===== src/rtl/pcpi_dot8_mac.sv =====
// pcpi_dot8_mac: PCPI coprocessor computing a 4x8-bit dot product of the
// packed lanes in rs1/rs2 and folding it into a persistent 32-bit accumulator.
// One lane is processed per clock. RDACC/CLRACC complete in a single cycle.
//
// Handshake: the CPU holds pcpi_valid with a stable instruction until it sees
// pcpi_ready. pcpi_wait is high while a claimed DOT/DOTZ is in flight.
// pcpi_ready and pcpi_wr pulse together for exactly one cycle, with pcpi_rd
// valid in that cycle. pcpi_rd holds its last value otherwise. If valid drops
// while a DOT is in flight, the operation is abandoned silently.
module pcpi_dot8_mac #(
  parameter logic [6:0] FUNCT7       = 7'b0000001,
  parameter int         SIGNED_LANES = 0
) (
  input  logic        clk,
  input  logic        reset,
  input  logic        pcpi_valid,
  input  logic [31:0] pcpi_insn,
  input  logic [31:0] pcpi_rs1,
  input  logic [31:0] pcpi_rs2,
  output logic        pcpi_wr,
  output logic [31:0] pcpi_rd,
  output logic        pcpi_wait,
  output logic        pcpi_ready
);

  typedef enum logic [1:0] {
    IDLE = 2'd0,
    MUL  = 2'd1,
    DONE = 2'd2
  } state_t;

  localparam logic [6:0] OPC_CUSTOM0 = 7'b0001011;

  // State register, left visible by name for hierarchical observation.
  state_t      state;
  logic [31:0] acc;
  logic [31:0] psum;
  logic [1:0]  lane;
  logic [31:0] op_a;
  logic [31:0] op_b;
  logic        op_dotz;

  // Instruction decode.
  logic [6:0] insn_opcode;
  logic [2:0] insn_funct3;
  logic [6:0] insn_funct7;
  logic       active;
  logic       unused_insn_bits;

  assign insn_opcode = pcpi_insn[6:0];
  assign insn_funct3 = pcpi_insn[14:12];
  assign insn_funct7 = pcpi_insn[31:25];
  // Register fields are the CPU's business; this block only uses rs1/rs2 values.
  assign unused_insn_bits = ^{pcpi_insn[24:15], pcpi_insn[11:7]};

  // Only funct3 values 000..011 are claimed; anything else is left unanswered
  // so the CPU traps on it.
  assign active = pcpi_valid
               && (insn_opcode == OPC_CUSTOM0)
               && (insn_funct7 == FUNCT7)
               && !insn_funct3[2];

  // Select the latched operand bytes for the lane being processed.
  logic [7:0] a_byte;
  logic [7:0] b_byte;

  // Lane multiplexer over the latched operands.
  always_comb begin
    a_byte = op_a[7:0];
    b_byte = op_b[7:0];
    case (lane)
      2'd0: begin a_byte = op_a[7:0];   b_byte = op_b[7:0];   end
      2'd1: begin a_byte = op_a[15:8];  b_byte = op_b[15:8];  end
      2'd2: begin a_byte = op_a[23:16]; b_byte = op_b[23:16]; end
      default: begin a_byte = op_a[31:24]; b_byte = op_b[31:24]; end
    endcase
  end

  // Lane product, widened to 32 bits by sign or zero extension.
  logic signed [15:0] prod_s;
  logic        [15:0] prod_u;
  logic        [31:0] prod_ext;
  logic        [31:0] lane_sum;
  logic        [31:0] acc_next;

  assign prod_s   = $signed(a_byte) * $signed(b_byte);
  assign prod_u   = a_byte * b_byte;
  assign prod_ext = (SIGNED_LANES != 0) ? {{16{prod_s[15]}}, prod_s}
                                        : {16'b0, prod_u};
  assign lane_sum = psum + prod_ext;
  // Value the accumulator takes when the final lane completes; wraps mod 2^32.
  assign acc_next = op_dotz ? lane_sum : (acc + lane_sum);

  // Control FSM, accumulator and registered PCPI outputs.
  always_ff @(posedge clk) begin
    if (reset) begin
      state      <= IDLE;
      acc        <= 32'd0;
      psum       <= 32'd0;
      lane       <= 2'd0;
      op_a       <= 32'd0;
      op_b       <= 32'd0;
      op_dotz    <= 1'b0;
      pcpi_wr    <= 1'b0;
      pcpi_rd    <= 32'd0;
      pcpi_wait  <= 1'b0;
      pcpi_ready <= 1'b0;
    end else begin
      // Completion strobes are single-cycle unless set below.
      pcpi_ready <= 1'b0;
      pcpi_wr    <= 1'b0;
      case (state)
        IDLE: begin
          // Skipping the edge on which ready is already high keeps a still-held
          // valid from re-issuing the same single-cycle instruction.
          if (active && !pcpi_ready) begin
            if (insn_funct3[1]) begin
              // RDACC (010) / CLRACC (011): answer immediately.
              pcpi_ready <= 1'b1;
              pcpi_wr    <= 1'b1;
              if (insn_funct3[0]) begin
                acc     <= 32'd0;
                pcpi_rd <= 32'd0;
              end else begin
                pcpi_rd <= acc;
              end
            end else begin
              // DOT (000) / DOTZ (001): latch operands, start lane walk.
              op_a      <= pcpi_rs1;
              op_b      <= pcpi_rs2;
              op_dotz   <= insn_funct3[0];
              psum      <= 32'd0;
              lane      <= 2'd0;
              pcpi_wait <= 1'b1;
              state     <= MUL;
            end
          end
        end

        MUL: begin
          if (!pcpi_valid) begin
            // CPU withdrew the instruction: drop it, accumulator untouched.
            pcpi_wait <= 1'b0;
            state     <= IDLE;
          end else begin
            psum <= lane_sum;
            lane <= lane + 2'd1;
            if (lane == 2'd3) begin
              acc        <= acc_next;
              pcpi_rd    <= acc_next;
              pcpi_ready <= 1'b1;
              pcpi_wr    <= 1'b1;
              pcpi_wait  <= 1'b0;
              state      <= DONE;
            end
          end
        end

        DONE: begin
          // One dead cycle so a stale valid cannot start another operation.
          pcpi_wait <= 1'b0;
          state     <= IDLE;
        end

        default: begin
          pcpi_wait <= 1'b0;
          state     <= IDLE;
        end
      endcase
    end
  end

endmodule


===== config.mk =====
export PLATFORM = sky130hd
export DESIGN_NAME = pcpi_dot8_mac
export DESIGN_NICKNAME = d
export VERILOG_FILES = /design/src/rtl/pcpi_dot8_mac.sv
export SDC_FILE = /design/constraint.sdc
export NUM_CORES = 1
export LEC_CHECK = 0
export CORE_ASPECT_RATIO = 1.2
export CORE_UTILIZATION = 30
export CTS_CLUSTER_SIZE = 20
export DETAILED_ROUTE_END_ITERATION = 16
export PLACE_DENSITY = 0.57
export SKIP_CTS_REPAIR_TIMING = 1
export SLEW_MARGIN = 20
export SYNTH_ARGS = -nofsm -noshare
export SYNTH_HDL_FRONTEND = slang
export SYNTH_SLANG_ARGS = --single-unit

===== constraint.sdc =====
create_clock -name clk -period 8.45 [get_ports clk]
set_input_delay 1.69 -clock clk [delete_from_list [all_inputs] [get_ports clk]]
set_output_delay 1.69 -clock clk [all_outputs]
set_load 0.02 [all_outputs]

==> results of run 1 <==
flip-flops by register name, summed over array words and instances, names as in the netlist:
register,cells
op_b,32
op_dotz,1
pcpi_ready,1
acc,32
op_a,32
psum,32
lane,2
state,2
logic make-up (layout without fill, tap and decap cells):
family	count (synthesis)	count (layout)	share of synthesized area, %
AO/OA/AOI/OAI	331	331	21.87
XOR/XNOR	43	43	3.783
adder cells (fa/ha/maj)	127	127	19.81
buffers and inverters	174	304	6.674
flip-flops	134	134	26.95
multiplexers	5	5	0.6285
AND/OR/NAND/NOR	454	454	20.29
power groups by stage:
stage	Clock (mW)	Sequential (mW)	Combinational, mW
final	0.744	0.631	0.0537
after global routing	0.791	0.631	0.0576
after detailed placement	0	0.646	0.0539
after floorplan	0	0.646	0.0103
after CTS	0.763	0.631	0.0540
after global placement	0	0.646	0.0537
synthesized netlist by cell type, drive strengths merged (3+ instances only):
library cell / number / area share (%)
o21a: 8 / 0.60
nand2: 196 / 7.4
and3: 12 / 0.75
mux2i: 4 / 0.40
a211oi: 10 / 0.93
a32oi: 3 / 0.26
o31ai: 3 / 0.23
o2111ai: 3 / 0.26
xor2: 15 / 1.3
o21bai: 4 / 0.30
o21ai: 56 / 2.8
and2: 8 / 0.50
a21o: 17 / 1.3
nand2b: 15 / 0.94
nand3: 24 / 1.2
nor2b: 7 / 0.44
nor3b: 3 / 0.23
or2: 15 / 0.94
xnor2: 28 / 2.5
ha: 76 / 9.6
inv: 116 / 4.4
a21oi: 131 / 6.6
a31oi: 7 / 0.44
dfxtp: 134 / 27
nand4: 8 / 0.50
a22oi: 32 / 2.5
o211ai: 5 / 0.38
nand3b: 5 / 0.38
nor3: 23 / 1.2
or3: 7 / 0.44
a222oi: 19 / 1.9
a31o: 3 / 0.26
nor2: 121 / 4.6
a221o: 7 / 0.70
nor4: 4 / 0.25
fa: 51 / 10
clkbuf: 51 / 1.9
a221oi: 3 / 0.33
nand4b: 3 / 0.26
a22o: 3 / 0.26
buf: 7 / 0.38
metal layers:
layer | up-vias | wire (um)
met5 | - | 0
met4 | 0 | 573
met1 | 4293 | 13350
met3 | 35 | 1151
li1 | 4618 | -
met2 | 213 | 12650
metrics by stage:
step                      area (sq um)  total power [mW]  instances
after floorplan                   9955            0.6559       1268
after global placement           11720            0.6994       1773
after detailed placement         11720            0.6995       1773
after CTS                        12290             1.448       1805
after global routing             12330             1.480       1805
final                            12330             1.429       1805
final cells by class:
| type | instances | share of cell area (%) |
|---|---|---|
| inverters | 116 | 3.532 |
| well taps | 407 | 4.131 |
| clock inverters | 14 | 1.106 |
| multi-input cells | 960 | 54.11 |
| clock buffers | 18 | 3.482 |
| flip-flops and latches | 134 | 21.76 |
| repair buffers | 156 | 11.88 |
path summary, 6_finish.rpt:
path / startpoint / to / slack (ns)
setup / recovery: lane[0] / acc[30] / 0.55
hold / removal: op_b[22] / op_b[22] / 0.45
setup reg to reg: lane[0] / acc[30] / 0.55
hold reg to reg: op_b[22] / op_b[22] / 0.45
critical path, delay by kind of cell (launching register included):
family	cells	cell delay, ns
xor gates and xnor gates	1	0.35
and+or+nand+nor	7	0.87
DFF	1	0.36
muxes	1	0.15
AOI/OAI and AO/OA	9	2.38
buffers and inverters	6	0.80
adders and majority gates	7	2.85
==> results by group, run 1 <==
Finish
  • Final core utilization: 38.01%
  • Top library cells by usage in the layout, fill and taps aside: sky130_fd_sc_hd__nand2_1, sky130_fd_sc_hd__dfxtp_1, sky130_fd_sc_hd__a21oi_1
  • Share of layout cells above drive strength 1: 7.797%
  • Area of the multi-input gates: 6670 sq um
  • Total Nets Final: 1,611
  • Area Growth Syn to Fin: 23.83%
  • Commonest non-fill, non-tap cell in the layout: sky130_fd_sc_hd__nand2_1
  • Layout fillers: 3,384
  • Antenna cells: 0
  • Reg area: 2683 sq um

Route
  • Number of routed nets with antenna violations: 0
  • Total length of routed wires: 27,730 um
  • DR pass1 iterations: 5
  • Via count: 9,159
  • Average vias per placed instance: 5.074
  • Iter 0 DRT Violations: 498
  • Wire per inst: 15.36 um
  • Residual DRC: 0

CTS
  • Number of buffers created by CTS: 17
  • CTS Root Buffer Type: sky130_fd_sc_hd__clkbuf_16
  • Clock latency at the later pin of the worst-skew pair: 0.44 ns
  • Maximum number of buffers from clock root to sink: 2
  • Clock tree from TritonCTS: built
  • Clock slew at the register clock pins of the worst setup and hold paths: 0.06 ns
  • CTS HTree Levels: 4
  • Clk sinks: 134

STA
  • Final Skew: 0.01043 ns
  • Hold violation total from the final report: 0
  • Setup TNS after final layout: 0 ns
  • Peak Freq: 126.6 MHz
  • Worst-case setup margin in the final layout: 0.5518 ns
  • Tightest Pin Transition: 0.9356 ns
  • Unrepaired setup endpoints after global routing: no
  • Number of pins exceeding their max-slew limit in the final report: 0
  • Share of the clock period used by the worst path: 93.47%
  • Worst-case hold slack: 0.4528 ns
  • Finish-stage setup viols: 0
  • Final critical-path required period: 7.898 ns
  • Slew margin rel.: 37.63%

GRT
  • Global-route wire length before repair: 45,470 um
  • Number of antenna violations at the first check in global routing: 0
  • Met2 demand-to-capacity share in global routing: 26.39%
  • GR peak layer: met2
  • Fraction of met1 tracks used by global routing: 23.21%
  • Total track usage: 16.79%
  • Via count of the first global-routing pass: 8,858
  • Global-route congestion overflow total: 0
  • Fraction of met3 tracks used by global routing: 2.577%
  • Pin count of the biggest net entering global routing: 88

Floorplanning
  • Die Footprint: 33,920 sq um
  • Height of the die: 201.5 um
  • Effective utilization at floorplan: 30.69%
  • Num rows: 72
  • Ports: 134
  • Core area: 32,430 sq um
  • Horiz. Die Dim: 168.3 um

Placement
  • Detailed placer's ending HPWL: 21,070 um
  • Port-buffer cells: 118
  • Worst slack after detailed placement: 0.3627 ns
  • Routability-driven placement congestion ratio: 0.8518

Synth
  • Flip-flop and latch count after synthesis: 134
  • Post-synthesis area per instance: 7.851 sq um
  • Syn_nets: 1,494
  • Predominant post-synthesis flop cell: sky130_fd_sc_hd__dfxtp_1
  • Register area share after synthesis: 26.95%
  • Synthesis Warnings: 0
  • Async SR Flop Fraction: 0%
  • Distinct cell type count after synthesis: 72
  • Number of synthesized flops with an enable pin: 0
  • Cell count after synthesis: 1,268
  • Area of the mapped netlist: 9955 sq um

Worst setup path
  • Max Fanout on Critical Path: 15
  • Setup CP Type: flop to flop
  • Slowest Stage Delay on Critical Path: 0.56 ns
  • Number of cells traversed by the worst register-to-register path: 31
  • CP dominant cell by count: sky130_fd_sc_hd__fa_1
  • Critical Path End Type: flop
  • Data required time of the worst path: 8.78 ns
  • Crit start category: flop
  • Data arrival time of the critical path: 8.23 ns
  • Slowest cell on the critical path: sky130_fd_sc_hd__fa_1

Flow run
  • Max Cap Violations: 0

Power
  • Internal power component: 1.079 mW
  • Leak: 5.080 nW
  • Net switching power of the design: 350.8 uW
  • Share of power burned in the clock network: 52.1%
  • Sequential fraction of design power: 44.2%
  • Combinational share of power: 3.8%
  • Power per cell area: 116.0 nW/um^2
  • Max rail drop VDD: 117.1 uV
  • Switching fraction of total power: 24.54%

Min path
  • Instance count along the most critical hold path: 2
  • Worst hold-check path type: flop to flop

Outcome
  • Result of the run: finished, final reports clean
(Power assumes the default switching activity.)
==> inputs of run 2 (changes only) <==
Settings changed: CORE_ASPECT_RATIO 1.2 to default, CORE_MARGIN from default to 2.
==> results by group, run 2 (synthesis results as in run 1) <==
Min path
  • Min-Delay Startpoint: op_b[28]
  • Worst hold-check path type: flop to flop
  • End point of the most critical hold path: op_b[28]
  • Instance count along the most critical hold path: 2

Worst setup path
  • Worst R2R End: acc[30]
  • Slowest Stage Delay on Critical Path: 0.49 ns
  • Data arrival time of the critical path: 8.31 ns
  • Max Fanout on Critical Path: 16
  • Beginning of the worst register-to-register path: lane[1]
  • Critical Path End Type: flop
  • Number of cells traversed by the worst register-to-register path: 29
  • Setup CP Type: flop to flop
  • Flop2flop setup slack: 0.47 ns
  • Crit start category: flop
  • Slowest cell on the critical path: sky130_fd_sc_hd__fa_1
  • Data required time of the worst path: 8.78 ns

CTS
  • Number of buffers created by CTS: 17
  • Clock latency at the later pin of the worst-skew pair: 0.43 ns
  • CTS Root Buffer Type: sky130_fd_sc_hd__clkbuf_16
  • Clock tree from TritonCTS: built
  • CTS HTree Levels: 4
  • Clock slew at the register clock pins of the worst setup and hold paths: 0.07 ns
  • Maximum number of buffers from clock root to sink: 2
  • Clk sinks: 134

Power
  • Power per cell area: 118.2 nW/um^2
  • Max rail drop VDD: 141.8 uV
  • Power Total: 1.461 mW
  • Leak: 5.056 nW

STA
  • Share of the clock period used by the worst path: 94.45%
  • Final critical-path required period: 7.981 ns
  • Peak Freq: 125.3 MHz
  • Hold violation total from the final report: 0
  • Setup TNS after final layout: 0 ns
  • Finish-stage setup viols: 0
  • Final Skew: 0.01433 ns
  • Tightest Pin Transition: 1.069 ns
  • Worst-case hold slack: 0.4516 ns
  • Number of pins exceeding their max-slew limit in the final report: 0
  • Slew margin rel.: 28.73%
  • Worst-case setup margin in the final layout: 0.4691 ns

Finish
  • Commonest non-fill, non-tap cell in the layout: sky130_fd_sc_hd__nand2_1
  • Post-route non-filler standard cell count: 1,833
  • Antenna cells: 0
  • Total Nets Final: 1,604
  • Area Growth Syn to Fin: 24.16%
  • Top library cells by usage in the layout, fill and taps aside: sky130_fd_sc_hd__nand2_1, sky130_fd_sc_hd__dfxtp_1, sky130_fd_sc_hd__a21oi_1
  • Share of layout cells above drive strength 1: 7.405%
  • Final instance area: 12,360 sq um
  • Final core utilization: 37.89%

GRT
  • Pin count of the biggest net entering global routing: 98
  • Number of antenna violations at the first check in global routing: 0
  • Total track usage: 16.62%
  • Global-route wire length before repair: 45,820 um
  • Global-route congestion overflow total: 0
  • Via count of the first global-routing pass: 8,938

Route
  • Iter 0 DRT Violations: 623
  • Number of routed nets with antenna violations: 0
  • Wire per inst: 15.54 um
  • Via count: 9,288
  • DR pass1 iterations: 8
  • Average vias per placed instance: 5.067
  • Total length of routed wires: 28,480 um
  • Residual DRC: 0

Floorplanning
  • Effective utilization at floorplan: 30.52%
  • Num rows: 66
  • Ports: 134
  • Die Footprint: 34,660 sq um
  • Core area: 32,620 sq um
  • Horiz. Die Dim: 186.2 um
  • Height of the die: 186.2 um

Placement
  • Port-buffer cells: 118
  • Worst slack after detailed placement: 0.1286 ns
  • Detailed placer's ending HPWL: 21,250 um
  • Number of placed cells counting well taps: 1,801
  • Placed cell areas: 11,720 sq um
  • Routability-driven placement congestion ratio: 0.8644

Flow run
  • Max Cap Violations: 0

Outcome
  • Result of the run: finished, final reports clean
-- run 2: cell count changes in the layout (fill, tap and decap cells not counted), moves of 2 or more --
cell	previous run	this run
sky130_fd_sc_hd__o21ai_2	6	2
sky130_fd_sc_hd__ha_2	0	4
sky130_fd_sc_hd__clkinv_4	1	3
sky130_fd_sc_hd__clkinv_2	2	0
sky130_fd_sc_hd__clkinv_8	0	4
sky130_fd_sc_hd__ha_1	76	72
sky130_fd_sc_hd__buf_4	39	32
sky130_fd_sc_hd__o21ai_1	12	16
sky130_fd_sc_hd__inv_6	7	4
-- run 2: report_power, final --
| group | switching (mW) | total, mW | internal, mW |
|---|---|---|---|
| sequential | 0.00000146 | 0.631 | 0.631 |
| clock | 0.352 | 0.776 | 0.424 |
| combinational | 0.0192 | 0.0539 | 0.0347 |
-- run 2: area by class of cell --
| type | instances | area, sq um |
|---|---|---|
| clock buffer | 17 | 425.4 |
| multi-input combinational | 960 | 6665 |
| clock inverter | 15 | 186.4 |
| tap | 442 | 553.0 |
| sequential | 134 | 2683 |
| fill | 3359 | 20260 |
| inverter | 116 | 435.4 |
| timing repair buffer | 149 | 1411 |
-- run 2: worst max-delay path by stage --
stage            start      end
2_1_floorplan  lane[0]  acc[30]
3_3_place_gp   lane[1]  acc[30]
3_5_place_dp   lane[1]  acc[30]
4_1_cts        lane[0]  acc[30]
5_1_grt        lane[0]  acc[31]
6_report       lane[1]  acc[30]
-- run 2: worst max-delay path, delay by kind of cell (launching register included) --
kind | cells | cell delay, ns
fa+ha+maj | 7 | 2.89
compound gates | 10 | 2.73
simple gates | 6 | 1.20
flops | 1 | 0.39
xor+xnor | 1 | 0.29
buf+inv | 4 | 0.22
mux | 1 | 0.14
-- run 2: routing by layer --
| metal | up-vias | global-route usage (%) | routed length, um |
|---|---|---|---|
| met3 | 24 | 2.356 | 1055 |
| met5 | - | 0 | 0 |
| met4 | 0 | 4.472 | 429 |
| met1 | 4483 | 23.22 | 13480 |
| li1 | 4593 | - | - |
| met2 | 188 | 26.87 | 13510 |
==> inputs of run 3 (changes only) <==
Settings changed: CORE_UTILIZATION 30 to 55, DONT_BUFFER_PORTS from default to 1, PLACE_DENSITY 0.57 to 0.78.
==> results by group, run 3 (synthesis results as in run 1) <==
Floorplanning
  • Num rows: 49
  • Core area: 17,840 sq um
  • Horiz. Die Dim: 138.5 um
  • Effective utilization at floorplan: 55.80%
  • Height of the die: 138.5 um
  • Ports: 134
  • Die Footprint: 19,190 sq um

Worst setup path
  • Data arrival time of the critical path: 8.35 ns
  • Number of buffer and inverter instances along the worst setup path: 7
  • Slowest Stage Delay on Critical Path: 0.53 ns
  • Number of cells traversed by the worst register-to-register path: 32
  • Critical Path End Type: flop
  • Worst R2R End: acc[31]
  • Slowest cell on the critical path: sky130_fd_sc_hd__fa_1
  • Beginning of the worst register-to-register path: lane[0]
  • Crit start category: flop
  • Setup CP Type: flop to flop
  • CP dominant cell by count: sky130_fd_sc_hd__inv_1
  • Max Fanout on Critical Path: 9
  • Flop2flop setup slack: 0.44 ns
  • Gate family responsible for the most delay along the worst path: adder cells
  • Data required time of the worst path: 8.80 ns

Power
  • Share of power burned in the clock network: 55.7%
  • Combinational share of power: 0.3%
  • Internal power component: 1.088 mW
  • Leak: 4.611 nW
  • Max rail drop VDD: 159.4 uV
  • Net switching power of the design: 345.5 uW
  • Power per cell area: 131.4 nW/um^2
  • Switching fraction of total power: 24.10%
  • Sequential fraction of design power: 44.0%

Route
  • Average vias per placed instance: 6.026
  • Residual DRC: 0
  • Wire per inst: 16.89 um
  • Total length of routed wires: 25,230 um
  • Number of routed nets with antenna violations: 0
  • Iter 0 DRT Violations: 849
  • Via count: 9,003
  • DR pass1 iterations: 8

Placement
  • Detailed placer's ending HPWL: 18,430 um
  • Port-buffer cells: 0
  • Worst slack after detailed placement: 0.2101 ns
  • Placed cell areas: 10,180 sq um
  • Number of placed cells counting well taps: 1,459
  • Routability-driven placement congestion ratio: 0.9207

GRT
  • Global-route congestion overflow total: 0
  • Number of antenna violations at the first check in global routing: 0
  • Pin count of the biggest net entering global routing: 124
  • Via count of the first global-routing pass: 8,251
  • Total track usage: 25.57%
  • Global-route wire length before repair: 40,500 um

STA
  • Share of the clock period used by the worst path: 94.74%
  • Slew margin rel.: 41.74%
  • Hold violation total from the final report: 0
  • Setup TNS after final layout: 0 ns
  • Number of pins exceeding their max-slew limit in the final report: 0
  • Peak Freq: 124.9 MHz
  • Finish-stage setup viols: 0
  • Final Skew: 0.01776 ns
  • Unrepaired setup endpoints after global routing: no
  • Tightest Pin Transition: 0.8740 ns
  • Final critical-path required period: 8.006 ns
  • Worst-case setup margin in the final layout: 0.4442 ns

Finish
  • Share of layout cells above drive strength 1: 7.984%
  • Commonest non-fill, non-tap cell in the layout: sky130_fd_sc_hd__nand2_1
  • Post-route non-filler standard cell count: 1,494
  • Total Nets Final: 1,478
  • Final core utilization: 61.15%
  • Top library cells by usage in the layout, fill and taps aside: sky130_fd_sc_hd__nand2_1, sky130_fd_sc_hd__dfxtp_1, sky130_fd_sc_hd__a21oi_1
  • Area Growth Syn to Fin: 9.603%
  • Final instance area: 10,910 sq um
  • Antenna cells: 0

Flow run
  • Max Cap Violations: 0

CTS
  • Clock latency at the later pin of the worst-skew pair: 0.43 ns
  • Clock tree from TritonCTS: built
  • CTS HTree Levels: 4
  • Number of buffers created by CTS: 17
  • Maximum number of buffers from clock root to sink: 2
  • Clk sinks: 134
  • CTS Root Buffer Type: sky130_fd_sc_hd__clkbuf_16
  • Clock slew at the register clock pins of the worst setup and hold paths: 0.07 ns

Outcome
  • Result of the run: finished, final reports clean

Min path
  • Worst hold-check path type: flop to flop
  • Instance count along the most critical hold path: 2
  • End point of the most critical hold path: op_a[31]
  • Min-Delay Startpoint: op_a[31]
run 3: changes by cell type in the layout (fill, tap and decap cells not counted), moves of 2 or more:
cell                              before  now
sky130_fd_sc_hd__ha_2                  4    0
sky130_fd_sc_hd__clkdlybuf4s50_1     117    0
sky130_fd_sc_hd__ha_1                 72   76
sky130_fd_sc_hd__clkinv_8              4    2
sky130_fd_sc_hd__o21ai_2               2    9
sky130_fd_sc_hd__o21ai_1              16    9
sky130_fd_sc_hd__a21oi_2               1    3
sky130_fd_sc_hd__inv_8                 2    6
sky130_fd_sc_hd__clkinv_4              3    1
sky130_fd_sc_hd__a21oi_1             130  128
sky130_fd_sc_hd__buf_4                32   23
run 3: worst max path at each step:
stage,from,to,slack (ns),cells after the start
2_1_floorplan,lane[0],acc[30],1.03,31
6_report,lane[0],acc[31],0.44,32
3_5_place_dp,lane[0],acc[30],0.21,31
4_1_cts,lane[0],acc[30],0.18,31
5_1_grt,lane[0],acc[30],0.03,31
3_3_place_gp,lane[0],acc[30],0.26,31
run 3: power groups by stage:
stage	Sequential, mW	Combinational (mW)	Clock, mW
final	0.631	0.00396	0.799
after global routing	0.631	0.00419	0.830
after CTS	0.631	0.00383	0.807
after detailed placement	0.646	0.00384	0
after global placement	0.646	0.00376	0
after floorplan	0.646	0.0103	0
run 3: cell type report:
| cell class | instances | area (sq um) |
|---|---|---|
| Clock buffer | 17 | 425.4 |
| Tap cell | 229 | 286.5 |
| Timing Repair Buffer | 23 | 172.7 |
| Clock inverter | 15 | 203.9 |
| Inverter | 116 | 435.4 |
| Sequential cell | 134 | 2683 |
| Multi-Input combinational cell | 960 | 6704 |
| Fill cell | 1555 | 6930 |
run 3: metal layers:
metal  track usage (%)  wire, um  vias to the layer above
li1                  -         -                     4352
met1             35.01     11030                     4279
met2             40.72     11840                      322
met3             4.696      1724                       50
met4             9.237       635                        0
met5                 0         0                        -
run 3: metrics by stage:
step	total power, mW	hold WS, ns
after global placement	0.6494	0.4328
after global routing	1.465	0.4702
after CTS	1.442	0.4482
final	1.434	0.4522
after floorplan	0.6559	0.4312
after detailed placement	0.6495	0.4386
run 3: worst register-to-register path: cells and delay by family, from the launching register on:
kind            cells  cell delay, ns
compound gates     14            2.93
fa+ha+maj           7            3.02
flops               1            0.36
xor+xnor            1            0.23
buf+inv             7            0.70
mux                 1            0.43
simple gates        2            0.25
